--- config.mk ---
export PLATFORM = sky130hd
export DESIGN_NAME = i2s_sample_feeder_flat
export DESIGN_NICKNAME = d
export VERILOG_FILES = /design/src/rtl/i2s_sample_feeder_if.sv /design/src/rtl/i2s_sample_feeder.sv /design/src/flat_wrapper.sv
export SDC_FILE = /design/constraint.sdc
export NUM_CORES = 1
export LEC_CHECK = 0
export CAP_MARGIN = 5
export CORE_UTILIZATION = 40
export DETAILED_ROUTE_END_ITERATION = 12
export GPL_TIMING_DRIVEN = 1
export HOLD_SLACK_MARGIN = 0.1
export SKIP_CTS_REPAIR_TIMING = 1
export SLEW_MARGIN = 20
export SYNTH_ARGS = -nofsm -noshare
export SYNTH_HDL_FRONTEND = slang
export SYNTH_SLANG_ARGS = --single-unit
--- constraint.sdc ---
create_clock -name MasterCLK -period 4.39 [get_ports MasterCLK]
set_input_delay 1.0975 -clock MasterCLK [delete_from_list [all_inputs] [get_ports MasterCLK]]
set_output_delay 1.0975 -clock MasterCLK [all_outputs]
set_load 0.01 [all_outputs]
--- src/rtl/i2s_sample_feeder_if.sv ---
// Bus-side and transmitter-side signal bundle for i2s_sample_feeder.
//   slave modport  : the feeder (consumes Enable/WrData/WrEn/SyncCLK/FlagClr,
//                    drives FIFO status, SampleOut and error flags)
//   master modport : the environment driving writes and frame strobes
interface i2s_sample_feeder_if #(
  parameter int unsigned DEPTH_LOG2 = 4,
  parameter int unsigned DATA_WIDTH = 32
);
  logic                  Enable;
  logic [DATA_WIDTH-1:0] WrData;
  logic                  WrEn;
  logic                  Full;
  logic                  Empty;
  logic [DEPTH_LOG2:0]   Level;
  logic                  SyncCLK;
  logic [DATA_WIDTH-1:0] SampleOut;
  logic                  Underrun;
  logic                  Overflow;
  logic                  FlagClr;
  logic [15:0]           UnderrunCount;

  modport slave (
    input  Enable, WrData, WrEn, SyncCLK, FlagClr,
    output Full, Empty, Level, SampleOut, Underrun, Overflow, UnderrunCount
  );

  modport master (
    output Enable, WrData, WrEn, SyncCLK, FlagClr,
    input  Full, Empty, Level, SampleOut, Underrun, Overflow, UnderrunCount
  );
endinterface

--- src/rtl/i2s_sample_feeder.sv ---
// Sample FIFO feeding an I2S transmitter: one word popped per SyncCLK frame
// strobe (resynchronised into MasterCLK), silence plus sticky underrun flag
// when starved, sticky overflow flag when a write hits a full FIFO.
// Ports:
//   MasterCLK : system clock, all state on rising edge
//   Reset     : asynchronous active-high reset
//   bus       : i2s_sample_feeder_if.slave (write side, status, SampleOut, flags)
module i2s_sample_feeder #(
  parameter int unsigned DEPTH_LOG2 = 4,
  parameter int unsigned DATA_WIDTH = 32
) (
  input  logic                  MasterCLK,
  input  logic                  Reset,
  i2s_sample_feeder_if.slave    bus
);

  localparam int unsigned DEPTH = 1 << DEPTH_LOG2;
  localparam int unsigned AW    = DEPTH_LOG2 + 1;
  localparam int unsigned CW    = 16;

  logic [DATA_WIDTH-1:0] mem_q [DEPTH];

  logic [2:0]            sync_q, sync_d;
  logic [AW-1:0]         wr_ptr_q, wr_ptr_d;
  logic [AW-1:0]         rd_ptr_q, rd_ptr_d;
  logic [AW-1:0]         level_q, level_d;
  logic                  full_q, full_d;
  logic                  empty_q, empty_d;
  logic [DATA_WIDTH-1:0] sample_q, sample_d;
  logic                  underrun_q, underrun_d;
  logic                  overflow_q, overflow_d;
  logic [CW-1:0]         urun_cnt_q, urun_cnt_d;

  logic pop_evt;
  logic pop_rd;
  logic pop_urun;
  logic wr_acc;
  logic wr_drop;

  // Next-state: synchroniser shift, pop/write decode, pointers, flags
  always_comb begin
    sync_d     = {sync_q[1:0], bus.SyncCLK};
    wr_ptr_d   = wr_ptr_q;
    rd_ptr_d   = rd_ptr_q;
    sample_d   = sample_q;
    underrun_d = underrun_q;
    overflow_d = overflow_q;
    urun_cnt_d = urun_cnt_q;

    // s2 & ~s3: one-cycle strobe per SyncCLK rising edge
    pop_evt  = sync_q[1] & ~sync_q[2];
    pop_rd   = pop_evt & bus.Enable & ~empty_q;
    pop_urun = pop_evt & bus.Enable & empty_q;
    // A write into a full FIFO still fits when the same cycle pops a word
    wr_acc   = bus.WrEn & (~full_q | pop_rd);
    wr_drop  = bus.WrEn & ~wr_acc;

    if (wr_acc) begin
      wr_ptr_d = wr_ptr_q + AW'(1);
    end
    if (pop_rd) begin
      rd_ptr_d = rd_ptr_q + AW'(1);
    end

    if (pop_evt) begin
      sample_d = pop_rd ? mem_q[rd_ptr_q[DEPTH_LOG2-1:0]] : '0;
    end

    if (bus.FlagClr) begin
      underrun_d = 1'b0;
      overflow_d = 1'b0;
    end
    // Set events take priority over a same-cycle clear
    if (pop_urun) begin
      underrun_d = 1'b1;
      if (urun_cnt_q != {CW{1'b1}}) begin
        urun_cnt_d = urun_cnt_q + CW'(1);
      end
    end
    if (wr_drop) begin
      overflow_d = 1'b1;
    end

    level_d = wr_ptr_d - rd_ptr_d;
    full_d  = (level_d == AW'(DEPTH));
    empty_d = (level_d == '0);
  end

  // State registers
  always_ff @(posedge MasterCLK or posedge Reset) begin
    if (Reset) begin
      sync_q     <= 3'b111;
      wr_ptr_q   <= '0;
      rd_ptr_q   <= '0;
      level_q    <= '0;
      full_q     <= 1'b0;
      empty_q    <= 1'b1;
      sample_q   <= '0;
      underrun_q <= 1'b0;
      overflow_q <= 1'b0;
      urun_cnt_q <= '0;
    end else begin
      sync_q     <= sync_d;
      wr_ptr_q   <= wr_ptr_d;
      rd_ptr_q   <= rd_ptr_d;
      level_q    <= level_d;
      full_q     <= full_d;
      empty_q    <= empty_d;
      sample_q   <= sample_d;
      underrun_q <= underrun_d;
      overflow_q <= overflow_d;
      urun_cnt_q <= urun_cnt_d;
    end
  end

  // Storage array, no reset needed: contents are only read once written
  always_ff @(posedge MasterCLK) begin
    if (wr_acc) begin
      mem_q[wr_ptr_q[DEPTH_LOG2-1:0]] <= bus.WrData;
    end
  end

  assign bus.Full          = full_q;
  assign bus.Empty         = empty_q;
  assign bus.Level         = level_q;
  assign bus.SampleOut     = sample_q;
  assign bus.Underrun      = underrun_q;
  assign bus.Overflow      = overflow_q;
  assign bus.UnderrunCount = urun_cnt_q;

endmodule

--- src/flat_wrapper.sv ---
// flat-port wrapper written by rule: the top's interface ports become plain ports
module i2s_sample_feeder_flat 
#(
  parameter int unsigned DEPTH_LOG2 = 4,
  parameter int unsigned DATA_WIDTH = 32
)
  (MasterCLK, Reset, bus_Enable, bus_WrData, bus_WrEn, bus_SyncCLK, bus_FlagClr, bus_Full, bus_Empty, bus_Level, bus_SampleOut, bus_Underrun, bus_Overflow, bus_UnderrunCount);
  i2s_sample_feeder_if #(.DEPTH_LOG2(DEPTH_LOG2), .DATA_WIDTH(DATA_WIDTH)) bus_i ();
  input  logic MasterCLK;
  input  logic Reset;
  input wire logic [$bits(bus_i.Enable)-1:0] bus_Enable;
  input wire logic [$bits(bus_i.WrData)-1:0] bus_WrData;
  input wire logic [$bits(bus_i.WrEn)-1:0] bus_WrEn;
  input wire logic [$bits(bus_i.SyncCLK)-1:0] bus_SyncCLK;
  input wire logic [$bits(bus_i.FlagClr)-1:0] bus_FlagClr;
  output wire logic [$bits(bus_i.Full)-1:0] bus_Full;
  output wire logic [$bits(bus_i.Empty)-1:0] bus_Empty;
  output wire logic [$bits(bus_i.Level)-1:0] bus_Level;
  output wire logic [$bits(bus_i.SampleOut)-1:0] bus_SampleOut;
  output wire logic [$bits(bus_i.Underrun)-1:0] bus_Underrun;
  output wire logic [$bits(bus_i.Overflow)-1:0] bus_Overflow;
  output wire logic [$bits(bus_i.UnderrunCount)-1:0] bus_UnderrunCount;
  assign bus_i.Enable = bus_Enable;
  assign bus_i.WrData = bus_WrData;
  assign bus_i.WrEn = bus_WrEn;
  assign bus_i.SyncCLK = bus_SyncCLK;
  assign bus_i.FlagClr = bus_FlagClr;
  assign bus_Full = bus_i.Full;
  assign bus_Empty = bus_i.Empty;
  assign bus_Level = bus_i.Level;
  assign bus_SampleOut = bus_i.SampleOut;
  assign bus_Underrun = bus_i.Underrun;
  assign bus_Overflow = bus_i.Overflow;
  assign bus_UnderrunCount = bus_i.UnderrunCount;
  i2s_sample_feeder #(.DEPTH_LOG2(DEPTH_LOG2), .DATA_WIDTH(DATA_WIDTH)) u_core (.MasterCLK(MasterCLK), .Reset(Reset), .bus(bus_i));
endmodule
Word level (Yosys, flattened, before mapping)
Memory sizes are Yosys's and may differ from the RTL's.
Cells that the tools add are included.
- register bits after elaboration: 70
- bits in writable memories: 512
- input bits: 38
- output and inout bits: 57
- memories: 1
- add/sub/neg operators: 4
- eq/ne operators: 2
- muxes and demuxes: 8
- bitwise operators: 11
- reduce and logical (&&, ||, !) cells: 4
- memories (memory ; depth ; width ; rd ports ; clocked after memory_dff ; write ports ; line ; source):
    u_core.mem_q ; 16 ; 32 ; 1 ; 0 ; 1 ; i2s_sample_feeder.sv:21 ; logic [DATA_WIDTH-1:0] mem_q [DEPTH];
- operators by type and width (cell ; count):
    $mux 32 ; 1
    $add 16x1->16 const B ; 1
    $ne 16x16->1 const B ; 1
    $add 5x1->5 const B ; 2
    $mux 5 ; 2
    $and 1x1->1 ; 6
    $eq 5x5->1 const B ; 1
    $logic_not 5->1 ; 1
    $mux 1 ; 5
    $sub 5x5->5 ; 1
    $not 1->1 ; 4
    $reduce_bool 2->1 ; 2
    $reduce_and 2->1 ; 1
    $or 1x1->1 ; 1

Longest topological paths before layout
Gate-level depths: netlist of the first run.
- word-level depth: 9
- gate-level depth with buffers: 11
- mapped depth without buffers: 10

Least setup slack after synthesis of the first run
OpenSTA, ideal clock, no wires.
- path kind: input port to flip-flop
- start: input port bus_Enable
- end: memory u_core.mem_q[3][0] (enable)
- library setup time: 461 ps
- arrival: 4159 ps
- required time: 3929 ps
- path slack: -230 ps
- cell stages on the path: 5
- path buffers: 1
- cells stage by stage: nand4bb_1 > buf_6 > a21boi_1 > nand2_1 > nor3_1
- word-level cells in the longest chain between the ends: 6
- RTL lines (item ; line ; source):
    from (decl) ; flat_wrapper.sv:11 ; input wire logic [$bits(bus_i.Enable)-1:0] bus_Enable;
    $and 1x1->1 (2 in series) ; i2s_sample_feeder.sv:52 ; pop_rd = pop_evt & bus.Enable & ~empty_q;
    $or 1x1->1 ; i2s_sample_feeder.sv:55 ; wr_acc = bus.WrEn & (~full_q | pop_rd);
    $and 1x1->1 ; i2s_sample_feeder.sv:55 ;
    $mux 1 ; i2s_sample_feeder.sv:118 ; if (wr_acc) begin
    $mux 1 (not written as such) ; i2s_sample_feeder.sv:119 ; mem_q[wr_ptr_q[DEPTH_LOG2-1:0]] <= bus.WrData;
    to (decl) ; i2s_sample_feeder.sv:21 ;
Every way passes these cells.

Worst setup path after layout of the first run
- start: input port bus_Enable
- end: register u_core.empty_q (netlist: u_core.bus.Empty)
- word-level cells in the longest chain between the ends: 7
- elaborated cells between the ends (all ways): 8
- those cells by class: 1 x add/sub; 2 x mux; 4 x bitwise; 1 x reduce/logical
- RTL lines (item ; line ; source):
    $and 1x1->1 (2 in series) ; i2s_sample_feeder.sv:52 ;
    $or 1x1->1 ; i2s_sample_feeder.sv:55 ;
    $and 1x1->1 ; i2s_sample_feeder.sv:55 ;
    $mux 5 ; i2s_sample_feeder.sv:58 ; if (wr_acc) begin
    net u_core.wr_ptr_d[2] ; i2s_sample_feeder.sv:24 ; logic [AW-1:0] wr_ptr_q, wr_ptr_d;
    $sub 5x5->5 ; i2s_sample_feeder.sv:84 ; level_d = wr_ptr_d - rd_ptr_d;
    net u_core.level_d[4] ; i2s_sample_feeder.sv:26 ; logic [AW-1:0] level_q, level_d;
    $logic_not 5->1 ; i2s_sample_feeder.sv:86 ; empty_d = (level_d == '0);
    net u_core.empty_d ; i2s_sample_feeder.sv:28 ; logic empty_q, empty_d;
    to (signal assigned) ; i2s_sample_feeder.sv:108 ; empty_q <= empty_d;
    to (decl) ; i2s_sample_feeder.sv:28 ;
The timed path passes the listed nets, and every way through them passes these cells.
A chain may end at the register's enable or synchronous reset.

==> results of run 1 <==
## Yosys cell counts
cell	count
a21oi_1	3
fa_1	1
nand3_1	9
dfstp_2	4
and3_1	5
inv_1	12
clkbuf_2	2
o221ai_1	32
clkbuf_1	24
mux4_2	128
buf_2	17
or3_1	1
nor4_1	1
edfxtp_1	512
xnor2_1	14
nand2b_1	3
xor2_1	9
o211ai_1	1
mux2_2	2
buf_1	7
buf_6	1
nor3b_2	1
and4_1	1
nand2_1	48
nor2_1	15
ha_1	10
nand4_1	7
nand4b_1	1
xor3_2	1
dfrtp_1	66
a21boi_1	1
nor2b_1	1
xor2_2	1
a21oi_4	1
o21ai_0	3
nor3b_1	1
nand4bb_1	1
nor3_1	7
mux2i_1	64
o2111ai_1	1
a21o_1	2
or2_2	1
## power by group
group	internal, W	switching, W	leakage, nW
clock network	0.00323	0.00211	1.01
registers	0.00675	0.000425	5.53
logic	0.00205	0.00205	2.19
## cells by family after synthesis
logic type | after synthesis
compound gates | 44
xor+xnor | 25
fa+ha+maj | 11
buf+inv | 63
flops | 582
mux | 194
simple gates | 103
## routing by layer
metal | share of wire (%) | global-route usage (%) | up-vias
li1 | - | - | 4498
met1 | 47 | 25.3 | 5692
met2 | 47 | 26.0 | 254
met3 | 4.8 | 2.87 | 73
met4 | 1.8 | 4.44 | 6
met5 | 0.092 | 0 | -
## state kept, by name, summed over array words and instances, names as in the netlist, 3 cells and up
name	cells
u_core.mem_q	512
u_core.bus.SampleOut	32
u_core.bus.UnderrunCount	16
u_core.bus.Level	5
u_core.rd_ptr_q	5
u_core.wr_ptr_q	5
u_core.sync_q	3
## worst max-delay path by stage
stage	slack [ns]	endpoint	cells after the start
2_1_floorplan	0.62	u_core.mem_q[7][0]	5
3_3_place_gp	0.42	u_core.bus.Full	11
3_5_place_dp	0.34	u_core.bus.Empty	11
4_1_cts	0.97	u_core.bus.Empty	11
5_1_grt	0.71	u_core.bus.Empty	11
6_report	0.93	u_core.bus.Empty	11
## area by class of cell
cell class                 instances  area, µm²  area share, %
multi-input combinational        377       4920           18.6
clock inverter                    36        524           1.98
timing repair buffer             134       1300           4.94
clock buffer                      72       1550           5.88
inverter                          12       46.3          0.175
tap                              739        925           3.50
sequential                       582      17100           64.9
## through the flow
stage	setup slack, ns	hold slack, ns	instances
global placement	0.423	0.350	1844
global route	0.711	0.359	1952
finish	0.927	0.358	1952
detailed placement	0.341	0.349	1844
CTS	0.969	0.359	1952
floorplan	0.624	0.345	1022
==> impl_metrics.toml, run 1 <==
[outcome]
status = "completed"

[global_routing]
globalRouteOverflowTotal = 0
grt_pass1_vias = 10861
track_usage_pct = 17.0
antenna_found_initial = 3
grt_pass1_wl_um = 70500
grt_max_degree = 101

[placement]
dpl_cell_area_mm2 = 0.0243
gp_congestion = 0.761
io_buffer_count = 94
hpwl_um = 25100

[logic_synthesis]
ys_types = 42
synth_fa_ha_area_share_pct = 0.654
synth_compound_area_share_pct = 1.65
ys_seq_area_share_pct = 77.2
synth_top_area_cell = "edfxtp_1"
synth.top_cells.by_area = "edfxtp_1 69%, mux4_2 13%, dfrtp_1 7.4%"
synth-xor-area-share_pct = 1.09
syn_area_mm2 = 0.0222
synth_mux_area_share_pct = 16.0
synthSimpleGateAreaFrac_pct = 2.18
synth-seq-cells = 582
synth_cells = 1022
synth_area_per_cell_um2 = 21.7
synth_top_area_share_pct = 69.3
syn-num-nets = 1071
synth_top_family_by_area = "multiplexers"
ys_warn_count = 0

[worst_hold_path]
hold_path_end = "u_core.sync_q[1]"
holdPathStages = 0
min_path_type = "flop to flop"
min_from = "u_core.sync_q[0]"

[die]
die_w_um = 237
core_area_mm2 = 0.0543
io_pins = 95
dieArea_mm2 = 0.0564
start_util_pct = 40.8
row_count = 85
die_y_um = 237

[routing]
vias = 10523
initialDrtViolationCount = 884
drc_errors = 0
wl_per_cell_um = 24.0
wl_um = 46900
detail-route-antenna-nets = 0
vias_per_cell = 5.39
drtPass1Iterations = 5

[worst_setup_path]
critPathSlowestCell = "clkdlybuf4s50_1"
reg2reg_slack_ns = 1.35
ff2ff_path_depth = 10
cp_top_family = "buffers and inverters"
worst_path_largest_cell_delay_ns = 0.49
path_class = "input pin to flop"
cp_max_fo = 7
required_ns = 4.91
end_kind = "flop"
crit_arrival_ns = 3.98
startpoint_type = "input pin"
startpoint = "bus_Enable"
path_buf_inv = 2
reg2reg_from = "u_core.sync_q[1]"
timing.rr.end = "u_core.bus.Empty"
path_cells = "clkdlybuf4s50_1 > nand4bb_1 > a21boi_1 > buf_4 > nand2_1 > xnor2_1 > ha_1 > a21o_1 > a21oi_1 > xor3_2 > nor3_1"

[layout]
final_util_pct = 48.6
layout_commonest_cell = "edfxtp_1"
fin_nets = 1214
final_cell_mix = "512 x edfxtp_1, 128 x mux4_2, 94 x clkdlybuf4s50_1"
fin_area_mm2 = 0.0264
syn2layout_area_growth_pct = 19.1
drive_gt1_share_pct = 24.2
antennaDiodeCount = 0
fill_cells = 4406

[cts]
cts_root_buf = "clkbuf_16"
cts-buffers-inserted = 58
clk_path_buf_depth = 3
clock_latency_ns = 0.61
cts_sinks = 582
cts_tree = "built"
clkTransAtPathRegs_ns = 0.06
htreeDepth = 2

[sta]
fin_crit_sh_pct = 78.9
setup_viol = 0
fin_crit_ns = 3.46
worst_pin_slew_ns = 1.05
relSlewSlack_pct = 30.2
tns_ns = 0
fmax_mhz = 289
grt_setup_unrepaired = "false"
finalMaxSlewViolations = 0
hold_viol_final = 0
finalClockSkew_ns = 0.0154

[power_and_ir_drop]
total_power_w = 0.0166
power.leakage_nw = 8.73
ir_worst_vdd_mv = 0.492
powerDensity_mw_per_mm2 = 629

[flow_run]
maxCapViolCount = 0
(Power assumes the default switching activity.)
==> run 2: changes to the inputs <==
==> constraint.sdc (replaced) <==
create_clock -name MasterCLK -period 2.9 [get_ports MasterCLK]
set_input_delay 0.725 -clock MasterCLK [delete_from_list [all_inputs] [get_ports MasterCLK]]
set_output_delay 0.725 -clock MasterCLK [all_outputs]
set_load 0.01 [all_outputs]
==> run 2 against run 1 <==
  * Via count is 0.20% higher
  * Clock skew up 0.0099 ns
  * Total power is 51% higher
  * Wire length grew 1.5%
  * Setup slack worse by 0.82 ns
  * Worst hold slack improved by 0.0065 ns
  * Utilization increased by 0.67 points
  * Critical path depth is 1 lower
  * Highest routed layer unchanged
==> impl_metrics.toml, run 2 (synthesis results as in run 1) <==
[layout]
drive_gt1_share_pct = 25.0
largest_register_ffs = 512
final_cells = 1979
syn2layout_area_growth_pct = 20.7
fin_nets = 1239
antennaDiodeCount = 0
layout_commonest_cell = "edfxtp_1"
final_cell_mix = "512 x edfxtp_1, 128 x mux4_2, 93 x clkdlybuf4s50_1"

[routing]
vias = 10544
drc_errors = 0
detail-route-antenna-nets = 0
initialDrtViolationCount = 982
vias_per_cell = 5.33
wl_um = 47600
wl_per_cell_um = 24.0
drtPass1Iterations = 5

[worst_hold_path]
min_path_type = "flop to flop"
min_from = "u_core.sync_q[0]"

[sta]
relSlewSlack_pct = 45.7
fin_crit_sh_pct = 96.3
finalClockSkew_ns = 0.0252
tns_ns = 0
hold_viol_final = 0
layout_setup_ws_ns = 0.108
worst_pin_slew_ns = 0.814
finalMaxSlewViolations = 0
setup_viol = 0
fin_crit_ns = 2.79
fmax_mhz = 358

[worst_setup_path]
end_kind = "flop"
cp_max_fo = 5
startpoint = "u_core.sync_q[1]"
reg2reg_from = "u_core.sync_q[1]"
path_class = "flop to flop"
required_ns = 3.36
crit_arrival_ns = 3.25
startpoint_type = "flop"

[global_routing]
grt_max_degree = 129
track_usage_pct = 17.1
grt_pass1_wl_um = 71200
globalRouteOverflowTotal = 0
grt_pass1_vias = 11105
antenna_found_initial = 2

[power_and_ir_drop]
powerDensity_mw_per_mm2 = 934
power.leakage_nw = 8.87
ir_worst_vdd_mv = 0.809

[die]
dieArea_mm2 = 0.0564
io_pins = 95
start_util_pct = 40.8
die_w_um = 237
row_count = 85
die_y_um = 237
core_area_mm2 = 0.0543

[cts]
clkTransAtPathRegs_ns = 0.05
cts-buffers-inserted = 60
cts_sinks = 582
cts_tree = "built"
htreeDepth = 2
clk_path_buf_depth = 3
cts_root_buf = "clkbuf_16"
clock_latency_ns = 0.61

[placement]
dp.cells = 1865
dpl_worst_slack_ns = -0.585
gp_congestion = 0.754
hpwl_um = 25500
io_buffer_count = 94

[outcome]
status = "completed"

[flow_run]
maxCapViolCount = 0
[run 2: path summary, 6_finish.rpt]
path,end,slack [ns],depth (start not counted)
hold / removal,u_core.sync_q[1],0.36,0
setup / recovery,u_core.bus.Full,0.11,10
min in group asynchronous,u_core.bus.UnderrunCount[6],0.44,2
max in group asynchronous,u_core.bus.Empty,1.79,3
hold reg to reg,u_core.sync_q[1],0.36,0
setup reg to reg,u_core.bus.Full,0.11,10
[run 2: layout make-up]
| type | instances | area [µm²] |
|---|---|---|
| clock buffer | 90 | 1670 |
| fill | 4411 | 27600 |
| sequential | 582 | 17100 |
| tap | 739 | 925 |
| multi-input combinational | 377 | 4980 |
| timing repair buffer | 157 | 1770 |
| inverter | 12 | 46.3 |
| clock inverter | 22 | 246 |
[run 2: worst max-delay path: stages, from the launching register on]
cell	delay (ns)
dfstp_2	0.58
nand4bb_4	0.14
a21boi_4	0.20
buf_6	0.14
nand2_1	0.11
xnor2_2	0.16
ha_1	0.36
a21o_1	0.20
a21oi_2	0.13
xor3_2	0.47
nor3b_2	0.17
[run 2: per-stage QoR]
step           power (W)  hold slack [ns]  instance area (µm²)  util (%)
2_1_floorplan     0.0151            0.345                22200         -
3_3_place_gp      0.0177            0.356                24800      45.6
3_5_place_dp      0.0178            0.347                24800      45.6
4_1_cts           0.0253            0.364                26700      49.1
5_1_grt           0.0262            0.367                26800      49.3
6_report          0.0250            0.364                26800      49.3
[run 2: power breakdown]
part	leakage (nW)	switching (W)	internal (W)
clock	0.918	0.00310	0.00432
combinational	2.42	0.00338	0.00347
sequential	5.53	0.000514	0.0102
[run 2: per-layer routing]
metal | vias to the layer above | global-route usage, % | part of all wire, %
met5 | - | 0 | 0.053
li1 | 4557 | - | -
met3 | 68 | 2.98 | 4.7
met1 | 5657 | 24.6 | 46
met4 | 4 | 4.24 | 1.6
met2 | 258 | 27.3 | 48
